[config.mk]
export PLATFORM = sky130hd
export DESIGN_NAME = bc_io_int_ctrl
export DESIGN_NICKNAME = d
export VERILOG_FILES = /design/src/rtl/bc_io_pkg.sv /design/src/rtl/bc_io_flags.sv /design/src/rtl/bc_io_int_ctrl.sv
export SDC_FILE = /design/constraint.sdc
export NUM_CORES = 1
export LEC_CHECK = 0
export BUFFER_PORTS_ARGS = -buffer_cell sky130_fd_sc_hd__buf_2
export CORE_MARGIN = 1
export CORE_UTILIZATION = 43
export DETAILED_ROUTE_END_ITERATION = 7
export MAX_ROUTING_LAYER = met4
export PLACE_DENSITY = 0.83
export SYNTH_ARGS = -nofsm -noshare
export SYNTH_HDL_FRONTEND = slang
export SYNTH_HIERARCHICAL = 1
export SYNTH_SLANG_ARGS = --single-unit
[constraint.sdc]
create_clock -name clk -period 3.1 [get_ports clk]
set_input_delay 0.31 -clock clk [delete_from_list [all_inputs] [get_ports clk]]
set_output_delay 0.31 -clock clk [all_outputs]
set_load 0.1 [all_outputs]
[src/rtl/bc_io_pkg.sv]
// Shared constants for the basic-computer I/O and interrupt controller:
// interrupt-cycle state encoding, I/O instruction bit positions and opcode.
package bc_io_pkg;

    typedef logic [1:0] state_t;

    localparam state_t StIdle = 2'd0;
    localparam state_t StRt0  = 2'd1;
    localparam state_t StRt1  = 2'd2;
    localparam state_t StRt2  = 2'd3;

    // Bit positions within IR; io_bits carries IR[11:6].
    localparam int unsigned IrInp = 11;
    localparam int unsigned IrOut = 10;
    localparam int unsigned IrSki = 9;
    localparam int unsigned IrSko = 8;
    localparam int unsigned IrIon = 7;
    localparam int unsigned IrIof = 6;
    localparam int unsigned IoLsb = 6;

    localparam logic [3:0] IoOpcode = 4'hF;

    function automatic int unsigned io_idx(input int unsigned ir_bit);
        return ir_bit - IoLsb;
    endfunction

endpackage

[src/rtl/bc_io_flags.sv]
// IEN, FGO and OUTR registers plus decode of the six I/O instructions.
// io_en is already qualified by the top (idle, no pending interrupt entry).
module bc_io_flags
    import bc_io_pkg::*;
#(
    parameter int unsigned CHAR_W = 8
) (
    input  logic              clk,
    input  logic              rst,
    input  logic              io_en,
    input  logic [5:0]        io_bits,
    input  logic              FGI,
    input  logic [CHAR_W-1:0] ac_lo,
    input  logic              out_ack,
    input  logic              ien_clr,
    output logic              ien,
    output logic              fgo,
    output logic [CHAR_W-1:0] outr,
    output logic              skip,
    output logic              ac_ld_inpr,
    output logic              fgi_clr
);

    logic              ien_q, ien_d;
    logic              fgo_q, fgo_d;
    logic [CHAR_W-1:0] outr_q, outr_d;
    logic              do_inp, do_out, do_ski, do_sko, do_ion, do_iof;

    assign do_inp = io_en & io_bits[io_idx(IrInp)];
    assign do_out = io_en & io_bits[io_idx(IrOut)];
    assign do_ski = io_en & io_bits[io_idx(IrSki)];
    assign do_sko = io_en & io_bits[io_idx(IrSko)];
    assign do_ion = io_en & io_bits[io_idx(IrIon)];
    assign do_iof = io_en & io_bits[io_idx(IrIof)];

    assign skip       = (do_ski & FGI) | (do_sko & fgo_q);
    assign ac_ld_inpr = do_inp;
    assign fgi_clr    = do_inp;

    always_comb begin
        ien_d  = ien_q;
        fgo_d  = fgo_q;
        outr_d = outr_q;
        // IOF beats ION; the end of an interrupt cycle beats both.
        if (ien_clr || do_iof) begin
            ien_d = 1'b0;
        end else if (do_ion) begin
            ien_d = 1'b1;
        end
        if (do_out) begin
            fgo_d  = 1'b0;
            outr_d = ac_lo;
        end else if (out_ack) begin
            fgo_d = 1'b1;
        end
    end

    always_ff @(posedge clk) begin
        if (rst) begin
            ien_q  <= 1'b0;
            fgo_q  <= 1'b1;
            outr_q <= '0;
        end else begin
            ien_q  <= ien_d;
            fgo_q  <= fgo_d;
            outr_q <= outr_d;
        end
    end

    assign ien  = ien_q;
    assign fgo  = fgo_q;
    assign outr = outr_q;

endmodule

[src/rtl/bc_io_int_ctrl.sv]
// Interrupt/I-O controller top: interrupt request flip-flop R and the
// RT0-RT2 interrupt-cycle sequencer with Moore data-path strobes.
module bc_io_int_ctrl
    import bc_io_pkg::*;
#(
    parameter int unsigned WIDTH  = 16,
    parameter int unsigned ADDR_W = 12,
    parameter int unsigned CHAR_W = 8
) (
    input  logic              clk,
    input  logic              rst,
    input  logic              FGI,
    input  logic [CHAR_W-1:0] inpr,
    input  logic              out_ack,
    input  logic [CHAR_W-1:0] ac_lo,
    input  logic              in_fetch,
    input  logic              at_t0,
    input  logic              io_valid,
    input  logic [5:0]        io_bits,
    output logic              int_req,
    output logic              ien,
    output logic              fgo,
    output logic [CHAR_W-1:0] outr,
    output logic              fgi_clr,
    output logic              ac_ld_inpr,
    output logic              skip,
    output logic              int_active,
    output logic              ar_clr,
    output logic              tr_ld_pc,
    output logic              mem_wr_tr,
    output logic              pc_clr,
    output logic              pc_inc,
    output logic              sc_clr,
    output logic              int_done
);

    if (ADDR_W > WIDTH || CHAR_W > WIDTH) begin : g_cfg_check
        $error("bc_io_int_ctrl: ADDR_W and CHAR_W must not exceed WIDTH");
    end

    state_t state_q, state_d;
    logic   r_q, r_d;
    logic   idle, enter_int, io_en;

    // inpr is routed to AC by the data path; this block only issues the strobe.
    logic unused_inpr;
    assign unused_inpr = ^inpr;

    assign idle      = (state_q == StIdle);
    assign enter_int = idle & at_t0 & r_q;
    assign io_en     = io_valid & idle & ~enter_int;

    always_comb begin
        state_d = state_q;
        unique case (state_q)
            StIdle:  if (enter_int) state_d = StRt0;
            StRt0:   state_d = StRt1;
            StRt1:   state_d = StRt2;
            StRt2:   state_d = StIdle;
            default: state_d = StIdle;
        endcase
    end

    always_comb begin
        r_d = r_q;
        if (state_q == StRt2) begin
            r_d = 1'b0;
        end else if (idle && !in_fetch && ien && (FGI || fgo)) begin
            r_d = 1'b1;
        end
    end

    always_ff @(posedge clk) begin
        if (rst) begin
            state_q <= StIdle;
            r_q     <= 1'b0;
        end else begin
            state_q <= state_d;
            r_q     <= r_d;
        end
    end

    bc_io_flags #(
        .CHAR_W (CHAR_W)
    ) u_flags (
        .clk        (clk),
        .rst        (rst),
        .io_en      (io_en),
        .io_bits    (io_bits),
        .FGI        (FGI),
        .ac_lo      (ac_lo),
        .out_ack    (out_ack),
        .ien_clr    (state_q == StRt2),
        .ien        (ien),
        .fgo        (fgo),
        .outr       (outr),
        .skip       (skip),
        .ac_ld_inpr (ac_ld_inpr),
        .fgi_clr    (fgi_clr)
    );

    assign int_req    = r_q;
    assign int_active = ~idle;
    assign ar_clr     = (state_q == StRt0);
    assign tr_ld_pc   = (state_q == StRt0);
    assign mem_wr_tr  = (state_q == StRt1);
    assign pc_clr     = (state_q == StRt1);
    assign pc_inc     = (state_q == StRt2);
    assign sc_clr     = (state_q == StRt2);
    assign int_done   = (state_q == StRt2);

endmodule

; ---- Word level (Yosys, flattened, before mapping)
; Index checks and enable logic that the tools add are counted.
[word_totals]
reg_bits = 13
in_bits = 29
out_inout_bits = 22
elab_cells = 38
[classes]
n_eq_ne = 4
mux = 4
bitwise = 15
reduce_logical = 10
[op_table]
columns = operator, n
row1 = $and 1x1->1, 12
row2 = $pmux 2 s4, 1
row3 = $eq 2x2->1 const B, 2
row4 = $reduce_or 2->1, 2
row5 = $logic_and 1x1->1, 3
row6 = $eq 2x1->1 const B, 1
row7 = $logic_not 2->1, 1
row8 = $logic_or 1x1->1, 2
row9 = $mux 1, 2
row10 = $mux 2, 1
row11 = $ne 2x1->1 const B, 1
row12 = $not 1->1, 2
row13 = $reduce_bool 2->1, 1
row14 = $logic_not 1->1, 1
row15 = $or 1x1->1, 1

; ---- Logic depth before layout (Yosys ltp)
[depth]
word_depth = 8
mapped_depth = 7
mapped_depth_nobuf = 6

; ---- Cells and area by module
; The synthesis kept the hierarchy.
[by_module_without_submodules]
columns = mod, instances, cells_per_inst, area_each_um2, seq_area_each_um2
row1 = bc_io_flags, 1, 47, 474.2, 200.2
row2 = bc_io_int_ctrl, 1, 27, 259.0, 60.1

; ---- Worst setup path after synthesis
; OpenSTA, ideal clock, no wires.
[synth_timing]
path_type = register to output
start = register r_q, in the netlist int_req
end = output port skip
arrival_ps = 2708
t_required_ps = 2790
path_slack_ps = 82
stages_incl_launch_ff = 5
path_buffers = 1
cell_sequence = dfxtp_1 -> a21boi_2 -> and2_1 -> buf_2 -> nor2b_1
[synth_via]
elab_chain_cells = 6
word_cells_on_any_way = 8
classes_between = bitwise (8)
[synth_rtl]
columns = element, line_no
row1 = from (decl), bc_io_int_ctrl.sv:42  ; logic r_q, r_d;
row2 = from (signal assigned), bc_io_int_ctrl.sv:79  ; r_q <= r_d;
row3 = $and 1x1->1 (*), bc_io_int_ctrl.sv:50  ; assign enter_int = idle & at_t0 & r_q;
row4 = $not 1->1 (*), bc_io_int_ctrl.sv:51  ; assign io_en = io_valid & idle & ~enter_int;
row5 = $and 1x1->1 (*), bc_io_int_ctrl.sv:51
row6 = via io_en, bc_io_int_ctrl.sv:43  ; logic idle, enter_int, io_en;
row7 = $and 1x1->1 (on tied branches), "bc_io_flags.sv:31, bc_io_flags.sv:32"
row8 = $and 1x1->1, bc_io_flags.sv:36  ; assign skip = (do_ski & FGI) | (do_sko & fgo_q);
row9 = $or 1x1->1 (*), bc_io_flags.sv:36
row10 = to (decl), bc_io_int_ctrl.sv:26  ; output logic skip,
; Mark *: on every way through the listed nets, which the timed path passes. The rest lies on a longest branch.

; ---- Worst setup path in the final report
[layout_timing]
start = register state_q[0]
end = output port ac_ld_inpr
[layout_via]
elab_chain_cells = 6
word_cells_on_any_way = 7
classes_between = bitwise (6) / reduce/logical (1)
[layout_rtl]
columns = element, line_no
row1 = from (decl), bc_io_int_ctrl.sv:41  ; state_t state_q, state_d;
row2 = from (signal assigned), bc_io_int_ctrl.sv:75  ; state_q <= StIdle;
row3 = from (signal assigned), bc_io_int_ctrl.sv:78  ; state_q <= state_d;
row4 = $logic_not 2->1 (*), bc_io_int_ctrl.sv:49  ; assign idle = (state_q == StIdle);
row5 = $and 1x1->1 (2 in a row), bc_io_int_ctrl.sv:50
row6 = $not 1->1, bc_io_int_ctrl.sv:51
row7 = $and 1x1->1 (*), bc_io_int_ctrl.sv:51
row8 = via io_en, bc_io_int_ctrl.sv:43
row9 = $and 1x1->1 (*), bc_io_flags.sv:29  ; assign do_inp = io_en & io_bits[io_idx(IrInp)];
row10 = to (decl), bc_io_int_ctrl.sv:25  ; output logic ac_ld_inpr,
; Marks and branches as above.

==> results.md <==
* Global Route Usage Sum at 0.179
* Max Clock Skew at 0.000524 ns
* Total clock buffers created by CTS at 3
* Critical path required time at 2.79 ns
* Fin. Hold Viols at 0
* Fill cells at 158
* Asr flop ratio synth at 0
* Placer congestion estimate at 0.599
* CTS Hold Bufs at 0
* Sw power at 0.418 mW
* MaxCap Viol Count at 0
* Switching Fraction at 0.566
* Min-Delay Path Class: in2reg
* Clock Power Share at 0.137
* CP Max Fanout at 20
* Pin count of the biggest net entering global routing at 21
* IR drop worst, VDD at 0.000326 V
* Num ports at 51
* First-pass GRT wire length at 2520 um
* Final net count at 146
* Actual slew at the worst max-slew pin at 0.489 ns
* Number of DRC markers in iteration 0 at 2
* Worst Path Buf+Inv at 3
* DRT Pass-1 Iters at 4
* Worst-path cell chain: inv_1 -> ha_1 -> a21boi_2 -> and2_1 -> buf_4 -> and2_1 -> buf_2
* Number of remaining DRC errors at 0
* Setup CP Type: reg2out
* Commonest cells after routing, fill and taps aside: buf_2, dfxtp_1, nand3_1, a21bo_1, a21oi_1
* Worst setup SP type: flop
* Vias in the first global route at 617
* Power Total at 0.739 mW
* Seq/Total Area, Yosys at 0.355
* Post-cts sizing count at 0
* H-tree Lvls at 1
* Final hold slack at 0.237 ns
* # diodes at 0
* Worst path max stage delay at 0.42 ns
* Mean post-synth cell area at 9.91 um2
* Fmax at 0.397 GHz
* Die Y at 43.3 um
* CP arrival at 2.21 ns
* Pleak at 0.466 nW
* # port buffers at 42
* Row count at 14
* Clk pin slew, worst setup/hold paths at 0.08 ns
* Crit. Startpoint: state_q[0]
* Top FF cell, synth: dfxtp_1
* Clock buffer depth at 2
* Area of the die at 1870 um2
* Yosys warnings at 6
* Outcome: finished, final reports clean
* Root Buffer: clkbuf_4
* Clk_lat worst skew at 0.26 ns
* CP max stage cell: buf_2
* Final worst slack at 0.581 ns
* Layout cells sized above 1 at 0.459
* Most common cell after layout, fill and taps aside: buf_2
* Setup bufs post-CTS at 0
* Total grt overflow at 0
* Max Slew Vio Count at 0
* Initial antenna violation count at 0
* Vias/cell at 5.11
* Sequential Power Share at 0.272
* Mapped Area at 733 um2
* Max-slew headroom at 0.676
* Number of clock sinks at 13
* Via count at 649
* Hold path start: io_bits[0]
* Syn-to-layout area delta at 24.9%
* Power Internal at 0.321 mW
* Synthesized netlist cell count at 74
* RSZ-0062 raised after global routing: false
* Syn_nets at 108
* Cell family with most CP delay: buffers and inverters
* Worst setup EP type: output port
* Power Density at 807 nW/um2
* Final Cycle Share at 0.812
* Synthesized flop and latch total at 13
* Core area at 1540 um2
* Util after Layout at 0.594
* Reg-to-Reg Start: state_q[0]
* # setup viols final at 0
* CP most frequent cell: and2_1
* Routed len/inst at 11.8 um
* Setup TNS at 0 ns
* Hpwl dp at 1160 um
* CTS tree: yes
* Chip Width at 43.3 um
* Netlist cell types at 22
* Gate power share at 0.591
* Tmin final at 2.52 ns
* Antenna Nets Post-Route at 0
* Setup Slack @ Placement at 0.872 ns
* Post-synth EDFFs at 0
* Initial Utilization at 0.476
* DRT Wirelength at 1500 um
## Yosys cell counts, types with 2 or more instances
cell type	n	share of area
nand2b_1	4	0.034
a21oi_1	7	0.048
ha_1	5	0.085
inv_1	4	0.020
a21oi_2	2	0.024
a21bo_1	8	0.11
a2111oi_2	2	0.041
mux2i_1	2	0.027
and2_1	2	0.017
nand3_1	8	0.055
buf_4	6	0.061
dfxtp_1	13	0.35
buf_2	2	0.014
## stage by stage
stage	area [um2]	std cells
2_1_floorplan	733	74
3_3_place_gp	890	123
3_5_place_dp	890	123
4_1_cts	916	127
5_1_grt	916	127
6_report	916	127
## registers in the layout (all words and copies together), names as in the netlist
| name | count |
|---|---|
| state_q | 2 |
| u_flags/ien | 1 |
| u_flags/fgo | 1 |
| int_req | 1 |
| u_flags/outr | 8 |
## cell families (layout without fill, tap and decap cells)
kind of cell	after synthesis	after routing	share of synthesized area
buffers and inverters	14	51	0.131
adders and majority gates	5	5	0.0853
DFF	13	13	0.355
and+or+nand+nor	17	17	0.131
AOI/OAI and AO/OA	23	23	0.270
muxes	2	2	0.0273
## final timing paths
kind | endpoint | slack, ns | depth (start not counted)
setup / recovery | ac_ld_inpr | 0.58 | 7
hold / removal | u_flags/ien | 0.24 | 2
setup reg to reg | u_flags/ien | 1.34 | 7
hold reg to reg | int_req | 0.52 | 2
## power by group through the flow
stage	registers, mW	clock network (mW)	logic (mW)
after global routing	0.204	0.109	0.457
after floorplan	0.304	0	0.291
final	0.201	0.101	0.437
after global placement	0.203	0	0.432
after CTS	0.201	0.103	0.439
after detailed placement	0.205	0	0.438
## layer usage
metal	vias up	GRT usage	share of wire
met1	294	0.195	0.41
met3	2	0.0383	0.060
met2	26	0.319	0.53
met5	-	-	0
li1	327	-	-
met4	0	0.0545	0.0054
## cell type report
| cell class | instances | area (um2) | share of cell area |
|---|---|---|---|
| multi-input combinational | 47 | 377 | 0.411 |
| clock buffer | 4 | 26.3 | 0.0287 |
| timing repair buffer | 43 | 218 | 0.238 |
| sequential | 13 | 260 | 0.284 |
| inverter | 4 | 15.0 | 0.0164 |
| tap | 16 | 20.0 | 0.0219 |
(Power assumes the default switching activity.)
